==> config.mk <==
export PLATFORM = sky130hd
export DESIGN_NAME = rom_burst_reader
export DESIGN_NICKNAME = d
export VERILOG_FILES = /design/src/rtl/rom_burst_reader.sv
export SDC_FILE = /design/constraint.sdc
export NUM_CORES = 1
export LEC_CHECK = 0
export CAP_MARGIN = 20
export CORE_ASPECT_RATIO = 1.5
export CORE_MARGIN = 2
export CORE_UTILIZATION = 35
export CTS_CLUSTER_SIZE = 25
export DETAILED_ROUTE_END_ITERATION = 8
export GPL_ROUTABILITY_DRIVEN = 1
export HOLD_SLACK_MARGIN = 0.05
export SLEW_MARGIN = 20
export SYNTH_ARGS = -nofsm -noshare
export SYNTH_HDL_FRONTEND = slang
export SYNTH_SLANG_ARGS = --single-unit
==> constraint.sdc <==
create_clock -name clk -period 4 [get_ports clk]
set_clock_uncertainty 0.05 [all_clocks]
set_input_delay 0.8 -clock clk [delete_from_list [all_inputs] [get_ports clk]]
set_output_delay 0.8 -clock clk [all_outputs]
set_load 0.05 [all_outputs]
==> src/rtl/rom_burst_reader.sv <==
// rom_burst_reader
//
// Read initiator for a synchronous ROM (en/address in, data out one cycle
// later). A start command latches base_addr/len and fetches len consecutive
// words (address wraps modulo 2^ADDR_W). The words go out on a valid/ready
// stream with full backpressure. A 3-entry FIFO absorbs returning data. Reads
// are credit-limited so that buffered plus in-flight words never exceed 3.
//
// Ports:
//   clk        clock, all logic on posedge
//   rst        synchronous active-high reset
//   start      burst request, accepted only while busy=0
//   base_addr  first ROM address of the burst (sampled with start)
//   len        number of words, 0..2^(ADDR_W+1)-1 (sampled with start)
//   busy       burst in progress
//   done       one-cycle pulse at end of burst
//   mem_en     ROM read enable (registered)
//   mem_addr   ROM address (registered, holds when mem_en=0)
//   mem_data   ROM read data, valid one cycle after mem_en
//   out_valid  stream word valid
//   out_ready  consumer accepts word
//   out_data   stream word, 0 when out_valid=0
//   out_last   marks the final word of the burst
//   out_parity XOR of out_data bits (only with ROM_BURST_READER_PARITY_EN)
//
// Optional feature macro: ROM_BURST_READER_PARITY_EN
module rom_burst_reader #(
    parameter int ADDR_W = 3,
    parameter int DATA_W = 8
) (
    input  logic              clk,
    input  logic              rst,
    input  logic              start,
    input  logic [ADDR_W-1:0] base_addr,
    input  logic [ADDR_W:0]   len,
    output logic              busy,
    output logic              done,
    output logic              mem_en,
    output logic [ADDR_W-1:0] mem_addr,
    input  logic [DATA_W-1:0] mem_data,
    output logic              out_valid,
    input  logic              out_ready,
    output logic [DATA_W-1:0] out_data,
    output logic              out_last
`ifdef ROM_BURST_READER_PARITY_EN
    ,
    output logic              out_parity
`endif
);

    typedef enum logic [1:0] {S_IDLE, S_READ, S_DRAIN, S_FINISH} state_t;

    state_t            state_q;
    logic              busy_q;
    logic              done_q;
    logic              mem_en_q;
    logic              mem_last_q;   // read issued this cycle is the burst's last
    logic [ADDR_W-1:0] mem_addr_q;
    logic [ADDR_W:0]   rem_q;        // reads still to issue
    logic              pend_q;       // ROM data on mem_data this cycle
    logic              pend_last_q;

    // FIFO entries exposed as vectors; slot 3 is a constant empty entry that
    // shifts into slot 2 on a pop.
    logic [3:0]             ent_vld;
    logic [3:0]             ent_last;
    logic [3:0][DATA_W-1:0] ent_data;
`ifdef ROM_BURST_READER_PARITY_EN
    logic [3:0]             ent_par;
    assign ent_par[3] = 1'b0;
`endif
    assign ent_vld[3]  = 1'b0;
    assign ent_last[3] = 1'b0;
    assign ent_data[3] = '0;

    logic       pop;
    logic [1:0] fifo_cnt;
    logic [1:0] wr_idx;
    logic [2:0] occ;
    logic       credit_ok;

    assign pop      = ent_vld[0] & out_ready;
    assign fifo_cnt = 2'(ent_vld[0]) + 2'(ent_vld[1]) + 2'(ent_vld[2]);
    // Entries are kept contiguous from slot 0, so a push lands just past the
    // last valid entry after this cycle's pop has shifted the queue down.
    assign wr_idx   = fifo_cnt - 2'(pop);
    // Buffered + in-flight (issued last cycle, and data arriving now).
    assign occ       = 3'(fifo_cnt) + 3'(mem_en_q) + 3'(pend_q);
    assign credit_ok = occ < (3'd3 + 3'(pop));

    genvar gi;
    generate
        for (gi = 0; gi < 3; gi++) begin : g_fifo
            logic              vld_q;
            logic              last_q;
            logic [DATA_W-1:0] data_q;
`ifdef ROM_BURST_READER_PARITY_EN
            logic              par_q;
`endif
            always_ff @(posedge clk) begin
                if (rst) begin
                    vld_q  <= 1'b0;
                    last_q <= 1'b0;
                    data_q <= '0;
`ifdef ROM_BURST_READER_PARITY_EN
                    par_q  <= 1'b0;
`endif
                end else if (pend_q && (wr_idx == 2'(gi))) begin
                    vld_q  <= 1'b1;
                    last_q <= pend_last_q;
                    data_q <= mem_data;
`ifdef ROM_BURST_READER_PARITY_EN
                    par_q  <= ^mem_data;
`endif
                end else if (pop) begin
                    vld_q  <= ent_vld[gi+1];
                    last_q <= ent_last[gi+1];
                    data_q <= ent_data[gi+1];
`ifdef ROM_BURST_READER_PARITY_EN
                    par_q  <= ent_par[gi+1];
`endif
                end
            end
            assign ent_vld[gi]  = vld_q;
            assign ent_last[gi] = last_q;
            assign ent_data[gi] = data_q;
`ifdef ROM_BURST_READER_PARITY_EN
            assign ent_par[gi]  = par_q;
`endif
        end
    endgenerate

    always_ff @(posedge clk) begin
        if (rst) begin
            state_q     <= S_IDLE;
            busy_q      <= 1'b0;
            done_q      <= 1'b0;
            mem_en_q    <= 1'b0;
            mem_last_q  <= 1'b0;
            mem_addr_q  <= '0;
            rem_q       <= '0;
            pend_q      <= 1'b0;
            pend_last_q <= 1'b0;
        end else begin
            pend_q      <= mem_en_q;
            pend_last_q <= mem_last_q;
            done_q      <= 1'b0;
            mem_en_q    <= 1'b0;
            mem_last_q  <= 1'b0;
            case (state_q)
                S_IDLE: begin
                    if (start) begin
                        busy_q <= 1'b1;
                        if (len == '0) begin
                            state_q <= S_FINISH;
                            done_q  <= 1'b1;
                        end else begin
                            // First read goes out immediately; the FIFO is
                            // empty whenever we are idle.
                            mem_en_q   <= 1'b1;
                            mem_addr_q <= base_addr;
                            rem_q      <= len - (ADDR_W+1)'(1);
                            mem_last_q <= (len == (ADDR_W+1)'(1));
                            state_q    <= (len == (ADDR_W+1)'(1)) ? S_DRAIN : S_READ;
                        end
                    end
                end
                S_READ: begin
                    if (credit_ok) begin
                        mem_en_q   <= 1'b1;
                        mem_addr_q <= mem_addr_q + ADDR_W'(1);
                        rem_q      <= rem_q - (ADDR_W+1)'(1);
                        if (rem_q == (ADDR_W+1)'(1)) begin
                            mem_last_q <= 1'b1;
                            state_q    <= S_DRAIN;
                        end
                    end
                end
                S_DRAIN: begin
                    if (pop && ent_last[0]) begin
                        state_q <= S_FINISH;
                        done_q  <= 1'b1;
                    end
                end
                default: begin
                    state_q <= S_IDLE;
                    busy_q  <= 1'b0;
                end
            endcase
        end
    end

    assign busy      = busy_q;
    assign done      = done_q;
    assign mem_en    = mem_en_q;
    assign mem_addr  = mem_addr_q;
    assign out_valid = ent_vld[0];
    assign out_data  = ent_data[0];
    assign out_last  = ent_last[0];
`ifdef ROM_BURST_READER_PARITY_EN
    assign out_parity = ent_par[0];
`endif

endmodule

### Word-level counts from Yosys, hierarchy flattened

Index checks and enable logic that the tools add are counted.
W data, S select, Z words.

| word-level totals | value |
|---|---|
| logic and storage cells | 103 |
| bits of input ports | 19 |
| register bits | 45 |
| output and inout bits | 16 |

| operators by class | value |
|---|---|
| muxes and demuxes | 47 |
| magnitude comparators | 1 |
| reduce and logical (&&, ||, !) cells | 15 |
| add/sub/neg operators | 9 |
| bitwise logic cells | 2 |
| eq/ne operators | 11 |

Operators by type and width:

| operator | count |
|---|---|
| $mux W8 | 6 |
| $mux W1 | 22 |
| $mux W2 | 6 |
| $mux W4 | 3 |
| $ne A2 B2 Y1 const B | 5 |
| $mux W3 | 3 |
| $eq A4 B1 Y1 const B | 2 |
| $pmux W1 S2 | 4 |
| $pmux W4 S2 | 1 |
| $reduce_and A4 Y1 | 2 |
| $reduce_bool A2 Y1 | 4 |
| $sub A4 B1 Y4 const B | 2 |
| $pmux W2 S3 | 1 |
| $pmux W3 S2 | 1 |
| $eq A2 B1 Y1 const B | 2 |
| $eq A2 B2 Y1 const B | 2 |
| $logic_and A1 B1 Y1 | 4 |
| $logic_not A2 Y1 | 2 |
| $logic_not A4 Y1 | 1 |
| $add A2 B1 Y3 | 1 |
| $add A2 B1 Y3 const A | 1 |
| $add A3 B1 Y3 | 1 |
| $add A3 B1 Y3 const B | 1 |
| $lt A3 B3 Y1 | 1 |
| other kinds (7) | 7 |

### Logic depth before layout (Yosys ltp)

| logic depth | value |
|---|---|
| depth in word-level cells | 7 |
| mapped depth | 10 |

### Worst setup path after synthesis

Ideal clock, no wire load.

| path | value |
|---|---|
| path type | register -> register |
| from | register g_fifo[0].vld_q (netlist: out_valid) |
| to | register state_q[0] |
| arrival | 3.204 ns |
| period minus slack after synthesis | 3.372 ns |
| stages on the path, launching flop included | 11 |
| path buffers | 0 |
| library setup time | 0.117 ns |
| data required time | 3.833 ns |
| setup slack | 0.628 ns |
| cell sequence | dfxtp_1 > inv_1 > fa_1 > inv_1 > fa_1 > ha_1 > ha_1 > a21oi_1 > o211ai_1 > a211o_1 > a32o_1 |

| on the way | value |
|---|---|
| word-level cells in the longest chain between the ends | 7 |
| elaborated cells on any way between the ends | 11 |

Ends and longest elaborated chain:

| what | RTL line | source |
|---|---|---|
| start: declaration | 94 | `logic vld_q;` |
| start signal: assignment | 116 | `vld_q <= ent_vld[gi+1];` |
| $add A1 B1 Y2 | 83 | `assign fifo_cnt = 2'(ent_vld[0]) + 2'(ent_vld[1]) + 2'(ent_vld[2]);` |
| $add A2 B1 Y2 | 83 |  |
| $add A2 B1 Y3 | 88 | `assign occ = 3'(fifo_cnt) + 3'(mem_en_q) + 3'(pend_q);` |
| $add A3 B1 Y3 | 88 |  |
| $lt A3 B3 Y1 | 89 | `assign credit_ok = occ < (3'd3 + 3'(pop));` |
| $ne A2 B2 Y1 (no line) | -- |  |
| $reduce_and A4 Y1 (no line) * | -- |  |
| end signal: assignment | 164 | `state_q <= (len == (ADDR_W+1)'(1)) ? S_DRAIN : S_READ;` |
| end: declaration | 53 | `state_t state_q;` |

Mark *: on every way between the ends. The rest lies on a longest branch, timed or not.
A chain may end at the register's enable or synchronous reset.

### Worst setup path in the final report

Same ends and word-level chain as after synthesis.

==> run_results.csv <==
group,metric,value,unit
power,p_leak,1.00,nW
clock_tree,clkLatencyLatePin,0.30,ns
placed_design,gp_congestion,0.833,
die,design.core.area,0.00644,mm²
sta,finalCriticalPeriod,3.23,ns
routing,drt-wirelength-per-cell,13.4,µm
routing,viasPerCell,5.21,
clock_tree,max-clock-path-buffers,2,
synth,syn_area_per_cell,8.28,µm²
sta,fmax,310,MHz
die,rows,36,
die,die_w,70.5,µm
global_route,first_global_vias,1939,
cells_and_area,nNetsFinal,342,
power,power_frac_comb,43.0,%
setup_path,start_kind,"flop",
setup_path,crit_path_end_kind,"flop",
cells_and_area,drive_gt1_share,6.47,%
cells_and_area,n_antenna_cell,0,
placed_design,numPortBuffers,34,
clock_tree,cts_sinks,45,
clock_tree,ctsHoldBuffers,0,
global_route,grt_pass1_wl,8.76,mm
synth,yosys_warnings,0,
power,switching_power,0.616,mW
sta,tns,0,ns
sta,slew_headroom,56.8,%
power,p_int,0.890,mW
synth,synth_fp_nets,314,
die,fp.dieArea,0.00731,mm²
clock_tree,postCtsSetupBuffers,0,
die,boundaryPins,35,
cells_and_area,postLayoutCoreUtil,43.5,%
routing,drt-total-wl,5.15,mm
flow_run,cap_violations,0,
cells_and_area,final_common_cell,"nand2_1",
global_route,grt_antenna_before_repair,0,
power,peakVddDrop,0.219,mV
clock_tree,clock-root-buffer,"clkbuf_8",
cells_and_area,mostFrequentLayoutCells,"nand2_1 (58), dfxtp_1 (45), clkdlybuf4s50_1 (34)",
clock_tree,path_clk_slew,0.09,ns
routing,drc_errors,0,
setup_path,critPathKind,"flop to flop",
power,p_sw_share,40.9,%
setup_path,cp_data_arrival_time,3.37,ns
setup_path,critPathRequiredTime,4.15,ns
global_route,grt_max_degree,38,
worst_hold_path,hp-class,"flop to flop",
power,pwr-share-clk,18.9,%
sta,finalHoldViolations,0,
synth,synthesis.area,0.00232,mm²
routing,drtAntennaViolNets,0,
synth,synth.distinct_cells,42,
global_route,grt_remaining_overflow,0,
cells_and_area,syn2layout_area_growth,20.7,%
clock_tree,ctsResizeCount,0,
routing,first_pass_iters,4,
clock_tree,tritoncts,"built",
power,pwr-share-seq,38.0,%
cells_and_area,nFillCells,668,
status,status,"completed",
power,power.density,538,mW/mm²
synth,synthCells,280,
die,die_y,104,µm
die,start_util,36.0,%
sta,drv_slew,0,
global_route,grtUsageTotal,14.7,%
clock_tree,cts_made_buffers,5,
sta,setup_violations,0,
synth,synth_seq_area_share,38.8,%
placed_design,dp_hpwl,3.69,mm
routing,num_vias,2007,
setup_path,crit_path_max_fanout,5,
sta,rsz0062_at_grt,"no",
routing,initialDrtViolationCount,108,
clock_tree,cts.htree.levels,2,
sta,worst_slew_pin_slew,0.648,ns
sta,period_share,80.7,%
synth,synth_seq_cells,45,
-- stage by stage --
step | cell area (µm²) | worst slack, ns | hold slack (ns) | power (mW) | std cells
final | 2800 | 0.774 | 0.395 | 1.51 | 385
after detailed placement | 2710 | 0.752 | 0.379 | 1.24 | 377
after floorplan | 2320 | 0.628 | 0.364 | 1.05 | 280
after global routing | 2800 | 0.599 | 0.418 | 1.61 | 385
after global placement | 2710 | 0.822 | 0.377 | 1.22 | 377
after CTS | 2800 | 0.754 | 0.401 | 1.52 | 385
-- worst max-delay path, cell delays in order, from the launching register on --
cell,delay (ns)
dfxtp_1,0.40
inv_1,0.10
fa_1,0.60
inv_1,0.07
fa_1,0.36
ha_1,0.20
ha_1,0.29
a21oi_1,0.31
o211ai_1,0.17
a211o_1,0.32
a32o_1,0.25
-- state kept, by name (all words and copies together) (netlist names), 2 cells and up --
name           flops
g_fifo.last_q      2
state_q            2
g_fifo.data_q     16
g_fifo.vld_q       2
mem_addr           3
rem_q              4
out_data           8
-- power groups by stage --
stage / clock network, mW / registers (mW) / logic [mW]
CTS: 0.296 / 0.574 / 0.653
finish: 0.285 / 0.573 / 0.648
floorplan: 0 / 0.696 / 0.356
detailed placement: 0 / 0.584 / 0.652
global route: 0.311 / 0.585 / 0.709
global placement: 0 / 0.582 / 0.642
-- cells by family after synthesis --
kind of cell | after synthesis | synth area share (%)
buffers and inverters | 35 | 5.88
xor gates and xnor gates | 3 | 1.13
AOI/OAI and AO/OA | 67 | 22.4
adders and majority gates | 15 | 8.74
and+or+nand+nor | 110 | 20.8
DFF | 45 | 38.8
muxes | 5 | 2.21
-- worst paths after layout --
check | slack [ns] | start | endpoint | depth (start not counted)
setup / recovery | 0.77 | out_valid | state_q[0] | 10
hold / removal | 0.39 | mem_last_q | pend_last_q | 1
setup reg to reg | 0.77 | out_valid | state_q[0] | 10
hold reg to reg | 0.39 | mem_last_q | pend_last_q | 1
-- synthesized netlist by cell type, drive strengths merged --
master,number,share of area [%]
nand2,58,9.4
dfxtp,45,39
nor2,24,3.9
a21oi,20,4.3
inv,19,3.1
a311oi,18,6.8
nand3,14,3.2
ha,13,7.0
clkbuf,12,1.9
a211oi,5,1.8
o211ai,5,1.6
buf,4,0.86
mux2i,4,1.7
nor2b,4,1.1
a32o,3,1.3
o21ai,3,0.81
a211o,2,0.76
a21o,2,0.97
fa,2,1.7
nor3,2,0.43
o22ai,2,0.54
o32ai,2,1.1
or3,2,0.54
xor2,2,0.76
a22o,1,0.38
a31oi,1,0.92
a32oi,1,0.38
and3,1,0.27
mux2,1,0.49
nand3b,1,0.49
nor3b,1,0.32
nor4b,1,0.38
o2111ai,1,0.38
o2bb2ai,1,0.38
or2,1,0.27
or3b,1,0.49
xnor2,1,0.38
-- layout make-up --
class | instances | area, µm² | area share, %
Clock buffer | 6 | 72.6 | 2.59
Clock inverter | 2 | 15.0 | 0.536
Inverter | 19 | 71.3 | 2.55
Multi-Input combinational cell | 200 | 1280 | 45.8
Sequential cell | 45 | 901 | 32.2
Tap cell | 76 | 95.1 | 3.40
Timing Repair Buffer | 37 | 363 | 13.0
-- per-layer routing --
| metal | routed length [µm] | vias to the layer above | global-route usage, % |
|---|---|---|---|
| met5 | 0 | - | 0 |
| met3 | 143 | 8 | 2.53 |
| met2 | 2680 | 32 | 27.4 |
| li1 | - | 1042 | - |
| met4 | 81 | 0 | 6.18 |
| met1 | 2250 | 925 | 15.9 |
(Power assumes the default switching activity.)
